## config.mk

```make
export PLATFORM = sky130hd
export DESIGN_NAME = fifo_uart_tx
export DESIGN_NICKNAME = d
export VERILOG_FILES = /design/src/rtl/uart_pkg.sv /design/src/rtl/baud_tick_gen.sv /design/src/rtl/fifo_uart_tx.sv
export SDC_FILE = /design/constraint.sdc
export NUM_CORES = 1
export LEC_CHECK = 0
export CELL_PAD_IN_SITES_DETAIL_PLACEMENT = 2
export CELL_PAD_IN_SITES_GLOBAL_PLACEMENT = 2
export CORE_UTILIZATION = 30
export DETAILED_ROUTE_END_ITERATION = 8
export GPL_ROUTABILITY_DRIVEN = 0
export PLACE_DENSITY = 0.83
export SYNTH_ARGS = -nofsm -noshare
export SYNTH_HDL_FRONTEND = slang
export SYNTH_SLANG_ARGS = --single-unit
```

## constraint.sdc

```tcl
create_clock -name clk -period 1.7 [get_ports clk]
set_input_delay 0.34 -clock clk [delete_from_list [all_inputs] [get_ports clk]]
set_output_delay 0.34 -clock clk [all_outputs]
set_load 0.01 [all_outputs]
```

## src/rtl/uart_pkg.sv

```systemverilog
// uart_pkg: shared FSM state encoding and default baud divisor for the fifo-draining UART transmitter
package uart_pkg;
  typedef enum logic [2:0] {
    IDLE   = 3'd0,
    POP    = 3'd1,
    LOAD   = 3'd2,
    START  = 3'd3,
    DATA   = 3'd4,
    PARITY = 3'd5,
    STOP   = 3'd6
  } state_e;
  localparam int CLKS_PER_BIT_DEF = 868;
endpackage

```

## src/rtl/baud_tick_gen.sv

```systemverilog
// baud_tick_gen: bit-period counter; tick marks the last cycle of each period, clear holds it at zero
module baud_tick_gen import uart_pkg::*; #(
  parameter int CLKS_PER_BIT = CLKS_PER_BIT_DEF
) (
  input  logic clk,
  input  logic rst,
  input  logic clear,
  output logic tick
);
  localparam int W = $clog2(CLKS_PER_BIT);
  logic [W-1:0] cnt_q, cnt_d;
  always_comb begin
    tick  = !clear && cnt_q == W'(CLKS_PER_BIT - 1);
    cnt_d = (clear || tick) ? '0 : cnt_q + 1'b1;
  end
  always_ff @(posedge clk) begin
    if (rst) cnt_q <= '0;
    else cnt_q <= cnt_d;
  end
endmodule

```

## src/rtl/fifo_uart_tx.sv

```systemverilog
// fifo_uart_tx: pops bytes from a registered-read fifo and sends each as an 8N1 LSB-first UART frame on tx
//   in : clk, rst (sync, active high), enable, fifo_empty, fifo_dout[DATA_W-1:0]
//   out: fifo_rd (one-cycle pop), tx (registered, idle high), busy, tx_done (last STOP cycle)
//   UART_PARITY_EN adds an even-parity bit between DATA and STOP
module fifo_uart_tx import uart_pkg::*; #(
  parameter int CLKS_PER_BIT = CLKS_PER_BIT_DEF,
  parameter int DATA_W       = 8
) (
  input  logic              clk,
  input  logic              rst,
  input  logic              enable,
  input  logic              fifo_empty,
  input  logic [DATA_W-1:0] fifo_dout,
  output logic              fifo_rd,
  output logic              tx,
  output logic              busy,
  output logic              tx_done
);
  localparam int BW = $clog2(DATA_W);
  state_e            state_q, state_d;
  logic [BW-1:0]     bit_cnt_q, bit_cnt_d;
  logic [DATA_W-1:0] shift_q, shift_d;
  logic              tx_q, tx_d, tick, go;
`ifdef UART_PARITY_EN
  logic              par_q, par_d;
`endif
  baud_tick_gen #(.CLKS_PER_BIT(CLKS_PER_BIT)) u_baud (
    .clk  (clk),
    .rst  (rst),
    .clear(state_q == IDLE || state_q == POP || state_q == LOAD),
    .tick (tick)
  );
  always_comb begin
    state_d   = state_q;
    bit_cnt_d = bit_cnt_q;
    shift_d   = shift_q;
    go        = enable && !fifo_empty;
`ifdef UART_PARITY_EN
    par_d     = par_q;
`endif
    unique case (state_q)
      IDLE:  state_d = go ? POP : IDLE;
      POP:   state_d = LOAD;
      LOAD: begin
        shift_d = fifo_dout;
        state_d = START;
`ifdef UART_PARITY_EN
        par_d   = ^fifo_dout;
`endif
      end
      START: state_d = tick ? DATA : START;
      DATA: if (tick) begin
        shift_d   = shift_q >> 1;
        bit_cnt_d = bit_cnt_q + 1'b1;
        if (bit_cnt_q == BW'(DATA_W - 1)) begin
          bit_cnt_d = '0;
`ifdef UART_PARITY_EN
          state_d   = PARITY;
`else
          state_d   = STOP;
`endif
        end
      end
`ifdef UART_PARITY_EN
      PARITY: state_d = tick ? STOP : PARITY;
`endif
      STOP:  state_d = tick ? (go ? POP : IDLE) : STOP;
      default: state_d = IDLE;
    endcase
    // tx is driven from the next state so the registered line lines up with state_q
    tx_d = state_d == START ? 1'b0 :
           state_d == DATA  ? shift_d[0] :
`ifdef UART_PARITY_EN
           state_d == PARITY ? par_q :
`endif
           1'b1;
  end
  always_ff @(posedge clk) begin
    if (rst) begin
      state_q   <= IDLE;
      bit_cnt_q <= '0;
      shift_q   <= '0;
      tx_q      <= 1'b1;
`ifdef UART_PARITY_EN
      par_q     <= 1'b0;
`endif
    end else begin
      state_q   <= state_d;
      bit_cnt_q <= bit_cnt_d;
      shift_q   <= shift_d;
      tx_q      <= tx_d;
`ifdef UART_PARITY_EN
      par_q     <= par_d;
`endif
    end
  end
  assign tx      = tx_q;
  assign fifo_rd = state_q == POP && !rst;
  assign busy    = state_q != IDLE;
  assign tx_done = state_q == STOP && tick;
endmodule
```

==> results.md, run 1 <==
* Post-synth cell types at 43
* Total grt overflow at 0
* HP Start: shift_q[6]$_SDFFE_PP0P_
* Wirelength per Cell at 18.0 um
* DRT iter0 DRCs at 36
* # DRC at 0
* YS warnings at 0
* Worst Hold Class: flip-flop to flip-flop
* Critical Path Most Common Cell: and3_4
* Layout cell share with drive strength beyond 1 at 32.8%
* Worst-Skew Late Latency at 0.28 ns
* Final Cell Area at 0.00172 mm2
* First-pass GRT wire length at 6240 um
* CP max stage cell: dfxtp_2
* Layout Utilization at 42.3%
* Fin. Hold Viols at 0
* Antenna violations before repair at 0
* Achievable frequency at 551 MHz
* Crit-path max cell delay at 0.37 ns
* Total Routing Usage GR at 18.9%
* Synthesized cell area at 0.00128 mm2
* Setup TNS at -0.116 ns
* Vias per cell at 5.25
* Setup violators final at 1
* DR vias at 1175
* Critical path, cell by cell: ha_4 -> nor3b_4 -> and3_4 -> and3_4 -> buf_6
* Routed length on met3 at 87 um
* Max-slew violations at 0
* Sequential element share of the synthesized area at 39.1%
* Die area at 0.00454 mm2
* Post-synth EDFFs at 0
* Max Cap Viol at 0
* Number of global-route vias before repair at 1288
* Arrival time at the worst endpoint at 1.48 ns
* DIE HEIGHT at 67.4 um
* R2R Path End: u_baud.cnt_q[5]$_SDFF_PP0_
* CTS root buffer: clkbuf_8
* Detailed Route WL at 4040 um
* Final ANT Viol Nets at 0
* Cell taking the most area after synthesis: dfxtp_1
* WL met2 at 2240 um
* Hold_ws at 0.474 ns
* Worst-margin pin slew at 0.386 ns
* HPWL after DPL at 2810 um
* R2R cell count at 7
* Commonest cells in the netlist: 25 x dfxtp_1, 14 x a21oi_1, 14 x nand2_1
* Failing checks: negative setup slack
* Status: finished with violations
* P&R area growth vs syn at 34.0%
* Setup repair after global routing missed its margin: true
* R2R setup slack at 0.04 ns
* Placed Area at 0.00158 mm2
* Worst Hold Path Cells at 2
* CP Capture Type: output pin
* DR top layer: met4
* Synth top area cells: dfxtp_1 39%, a21oi_1 5.5%, nor2_2 4.9%, a22oi_1 4.1%, nand2_1 4.1%
* Clock buffer depth at 2
* CP required at 1.36 ns
* Primary FF master, synth: dfxtp_1
* Chip width at 67.4 um
* DR pass1 iterations at 4
* WL met1 at 1630 um
* Ys async rst share at 0%
* Min cycle time layout at 1.82 ns
* Lkg Pwr at 0.633 nW
* Clock Sinks at 25
* Critical Path Fanout Max at 2
* Post-Route Skew at 0.0115 ns
* Final setup margin at -0.116 ns
* Post-synth top area share at 39.1%
* Syn avg cell area at 9.15 um2
* Starting Density at 31.6%
* Rel. slew slack at 74.2%
* Critical path class: flip-flop to output pin
* Final period util at 107%
* Hold Path Sink: shift_q[6]$_SDFFE_PP0P_
* Antenna Cells at 0
* Worst-path clk slew at 0.10 ns
* Final net count at 190
* Power Density at 869 mW/mm2
* VDD IR max at 0.500 mV
* Port bufs at 15
* Worst setup SP type: flip-flop
* TritonCTS clock tree: done
* Core footprint at 0.00406 mm2
* Largest net degree at the start of global routing at 19
* # rows at 23
* Post-synthesis register bit count at 25
* Count leader, synth: dfxtp_1
* CTS Buf Count at 3
* # IOs at 16
* RR Startpoint: u_baud.cnt_q[0]$_SDFF_PP0_
* H-Tree Depth at 1
* Cells after synthesis at 140
* Post-synth net total at 155
power by group:
group / switching [W] / total (W) / internal, W
logic: 0.000218 / 0.000438 / 0.000219
clock network: 0.000205 / 0.000370 / 0.000164
registers: 0.0000438 / 0.000685 / 0.000642
layout make-up:
type                            count  area, um2
Fill cell                         441       2340
Multi-Input combinational cell    103        747
Sequential cell                    25        505
Timing Repair Buffer               40        348
Tap cell                           50       62.6
Clock buffer                        3       41.3
Inverter                            2       7.51
Clock inverter                      1       5.00
kinds of logic (layout without fill, tap and decap cells):
family	count (synthesis)	in the layout	share of synthesized area [%]
buffers and inverters	12	46	5.66
DFF	25	25	39.1
and+or+nand+nor	59	59	30.0
AOI/OAI and AO/OA	31	31	15.3
xor gates and xnor gates	8	8	5.47
muxes	2	2	1.56
adders and majority gates	3	3	2.93
flip-flops by register name, summed over array words and instances, names as in the netlist:
name,count
u_baud.cnt_q,10
shift_q,8
bit_cnt_q,3
state_q,3
tx,1
through the flow:
step	cells	power, W	setup WS (ns)
final	224	0.00149	-0.116
after global routing	224	0.00158	-0.157
after CTS	221	0.00150	-0.269
after detailed placement	215	0.00112	-0.307
after global placement	215	0.00110	-0.252
after floorplan	140	0.000939	0.0199
critical path, delay by kind of cell, from the launching register on:
kind                     cells  cell delay [ns]
AND/OR/NAND/NOR              3             0.61
flip-flops                   1             0.37
adder cells (fa/ha/maj)      1             0.14
buffers and inverters        1             0.09
what timing repair did:
| action | in CTS | in global routing |
|---|---|---|
| hold buffers | 0 | 0 |
| buffers inserted | 1 | 3 |
| hold endpoints to repair | 0 | 0 |
| pin swaps | 1 | 4 |
| cloned | 1 | 0 |
| setup endpoints to repair | 13 | 11 |
| gates resized for setup | 16 | 6 |
routing by layer:
metal,up-vias,GRT usage [%]
li1,565,-
met1,580,20.4
met2,19,36.0
met3,11,3.21
met4,0,7.71
met5,-,0
layout by cell type (no fill, tap or decap), drive strengths merged, types with 3 or more instances in the layout:
cell type      instances
clkdlybuf4s50         12
clkbuf                 3
nand2                 14
dfxtp                 25
or3                    3
nand4                  3
buf                   26
and3                   4
xor2                   6
nand3                  6
a21oi                 14
nor2                  11
ha                     3
nor3b                  3
a22oi                  7
nor2b                  3
how the worst max path moves through the flow:
stage / startpoint / endpoint / depth (start not counted)
after floorplan: u_baud.cnt_q[0]$_SDFF_PP0_ / u_baud.cnt_q[3]$_SDFF_PP0_ / 7
after global placement: rst / fifo_rd / 3
after detailed placement: u_baud.cnt_q[1]$_SDFF_PP0_ / tx_done / 5
after CTS: u_baud.cnt_q[8]$_SDFF_PP0_ / tx_done / 4
after global routing: u_baud.cnt_q[0]$_SDFF_PP0_ / tx_done / 5
final: u_baud.cnt_q[0]$_SDFF_PP0_ / tx_done / 5
(Power assumes the default switching activity.)
==> run 2: changes to the inputs <==
--- a/config.mk
+++ b/config.mk
@@ -7,6 +7,7 @@
 export LEC_CHECK = 0
 export CELL_PAD_IN_SITES_DETAIL_PLACEMENT = 2
 export CELL_PAD_IN_SITES_GLOBAL_PLACEMENT = 2
+export CORE_MARGIN = 2
 export CORE_UTILIZATION = 30
 export DETAILED_ROUTE_END_ITERATION = 8
 export GPL_ROUTABILITY_DRIVEN = 0
==> results.md, run 2 (synthesized netlist as in run 1, its figures left out) <==
* Top Registers: u_baud.cnt_q (10), shift_q (8) (unchanged)
* Delay-heaviest family, CP: simple AND/OR/NAND/NOR gates (unchanged)
* Max-slew violations at 0 (unchanged)
* Worst-margin pin slew at 0.333 ns (was 0.386 ns)
* Critical path class: flip-flop to output pin (unchanged)
* Fin cells at 223 (was 224)
* # rows at 23 (unchanged)
* Total Routing Usage GR at 16.7% (was 18.9%)
* Setup violators final at 1 (unchanged)
* First-pass GRT wire length at 6370 um (was 6240 um)
* Detailed Route WL at 3810 um (was 4040 um)
* Status: finished with violations (unchanged)
* Post-Route Skew at 0.00585 ns (was 0.0115 ns)
* Critical path, cell by cell: ha_4 -> nor3b_4 -> and3_4 -> and3_4 -> buf_6 (unchanged)
* HPWL after DPL at 2920 um (was 2810 um)
* Failing checks: negative setup slack (unchanged)
* Fin. Hold Viols at 0 (unchanged)
* Worst-path clk slew at 0.09 ns (was 0.10 ns)
* Antenna violations before repair at 0 (unchanged)
* DIE HEIGHT at 69.4 um (was 67.4 um)
* Final ANT Viol Nets at 0 (unchanged)
* Clock buffer depth at 2 (unchanged)
* Final period util at 106% (was 107%)
* Antenna Cells at 0 (unchanged)
* DR vias at 1144 (was 1175)
* Port bufs at 15 (unchanged)
* H-Tree Depth at 1 (unchanged)
* Max reg flops at 10 (unchanged)
* WP buf/inv at 1 (unchanged)
* Worst setup SP type: flip-flop (unchanged)
* CP required at 1.36 ns (about the same)
* Arrival time at the worst endpoint at 1.47 ns (was 1.48 ns)
* Max Cap Viol at 0 (unchanged)
* CP max stage cell: dfxtp_2 (unchanged)
* DR pass1 iterations at 4 (unchanged)
* Layout cell share with drive strength beyond 1 at 31.8% (was 32.8%)
* Lkg Pwr at 0.626 nW (was 0.633 nW)
* DRT iter0 DRCs at 49 (was 36)
* VDD IR max at 0.423 mV (was 0.500 mV)
* Top reg by flops: u_baud.cnt_q (unchanged)
* # IOs at 16 (unchanged)
* P&R area growth vs syn at 32.6% (was 34.0%)
* Final setup margin at -0.110 ns (was -0.116 ns)
* # DRC at 0 (unchanged)
* Wirelength per Cell at 17.1 um (was 18.0 um)
* Critical Path Most Common Cell: and3_4 (unchanged)
* Setup repair after global routing missed its margin: true (unchanged)
* Hold Buf Count CTS at 0 (unchanged)
* Number of global-route vias before repair at 1295 (was 1288)
* CTS root buffer: clkbuf_8 (unchanged)
* CP Capture Type: output pin (unchanged)
* Starting Density at 31.6% (unchanged)
* Min cycle time layout at 1.81 ns (was 1.82 ns)
* DP Cell Count at 216 (was 215)
* TritonCTS clock tree: done (unchanged)
* Vias per cell at 5.13 (was 5.25)
* Chip width at 69.4 um (was 67.4 um)
* CTS Buf Count at 3 (unchanged)
* Crit path depth at 5 (unchanged)
* R2R cell count at 7 (unchanged)
* Worst Hold Path Cells at 2 (unchanged)
* Largest net degree at the start of global routing at 19 (unchanged)
* Achievable frequency at 553 MHz (was 551 MHz)
* Setup TNS at -0.110 ns (was -0.116 ns)
* Most frequent cells in the layout: 22 x buf_4, 21 x dfxtp_1, 14 x nand2_1, 14 x a21oi_1, 12 x clkdlybuf4s50_1 (unchanged)
* Clock Sinks at 25 (unchanged)
* Commonest non-fill, non-tap cell in the layout: buf_4 (unchanged)
* Layout Utilization at 41.9% (was 42.3%)
* Crit-path max cell delay at 0.36 ns (was 0.37 ns)
* Worst-Skew Late Latency at 0.27 ns (was 0.28 ns)
* Fill count at 444 (was 441)
* Total grt overflow at 0 (unchanged)
* Worst Hold Class: flip-flop to flip-flop (unchanged)
* Final net count at 189 (was 190)
* Critical Path Fanout Max at 2 (unchanged)
* Core footprint at 0.00406 mm2 (unchanged)
* Die area at 0.00481 mm2 (was 0.00454 mm2)
* Power Density at 868 mW/mm2 (was 869 mW/mm2)
* Rel. slew slack at 77.8% (was 74.2%)
-- run 2: cell count changes in the layout (fill, tap and decap cells not counted) --
cell and delta:
buf_6 -1, nor4b_1 +1, nor4b_2 -1
-- run 2: layer usage --
layer  routed length (um)  global-route usage, %  vias up
met4                   48                   5.23        0
li1                     -                      -      556
met3                   88                   4.07        4
met1                 1610                   18.8      572
met2                 2070                   30.9       12
met5                    0                      0        -
-- run 2: area by class of cell --
| class | count | area (um2) | share of cell area [%] |
|---|---|---|---|
| Multi-Input combinational cell | 103 | 741 | 43.6 |
| Sequential cell | 25 | 505 | 29.7 |
| Timing Repair Buffer | 39 | 337 | 19.8 |
| Tap cell | 50 | 62.6 | 3.68 |
| Clock buffer | 3 | 41.3 | 2.43 |
| Inverter | 2 | 7.51 | 0.442 |
| Clock inverter | 1 | 5.00 | 0.295 |
-- run 2: final timing paths --
path / from / to / slack, ns
setup reg to reg: u_baud.cnt_q[1]$_SDFF_PP0_ / u_baud.cnt_q[2]$_SDFF_PP0_ / 0.03
hold reg to reg: shift_q[3]$_SDFFE_PP0P_ / shift_q[3]$_SDFFE_PP0P_ / 0.47
hold / removal: shift_q[3]$_SDFFE_PP0P_ / shift_q[3]$_SDFFE_PP0P_ / 0.47
setup / recovery: u_baud.cnt_q[1]$_SDFF_PP0_ / tx_done / -0.11
-- run 2: report_power, final --
part	internal, W	switching [W]	leakage [nW]
sequential	0.000642	0.0000425	0.205
clock	0.000164	0.000198	0.0255
combinational	0.000216	0.000212	0.395
-- run 2: timing repair --
| action | in CTS | in global routing |
|---|---|---|
| endpoints found under the setup margin | 13 | 12 |
| pin swaps | 0 | 3 |
| gates cloned | 1 | 0 |
| buffers inserted | 1 | 1 |
| resized for setup | 14 | 6 |
-- run 2: worst register-to-register path, cell delays in order (launching register included) --
cell and delay, ns:
dfxtp_2 0.35, ha_4 0.16, nor3b_4 0.15, and3_4 0.16, buf_4 0.17, or3_4 0.39, buf_6 0.15, nor2_2 0.11
-- run 2: metrics by stage --
| step | area (um2) | hold WS [ns] | setup slack (ns) | power, W |
|---|---|---|---|---|
| after CTS | 1680 | 0.476 | -0.249 | 0.00149 |
| after global routing | 1700 | 0.494 | -0.189 | 0.00158 |
| after floorplan | 1280 | 0.435 | 0.0199 | 0.000939 |
| final | 1700 | 0.471 | -0.110 | 0.00147 |
| after detailed placement | 1590 | 0.462 | -0.295 | 0.00112 |
| after global placement | 1590 | 0.444 | -0.255 | 0.00110 |
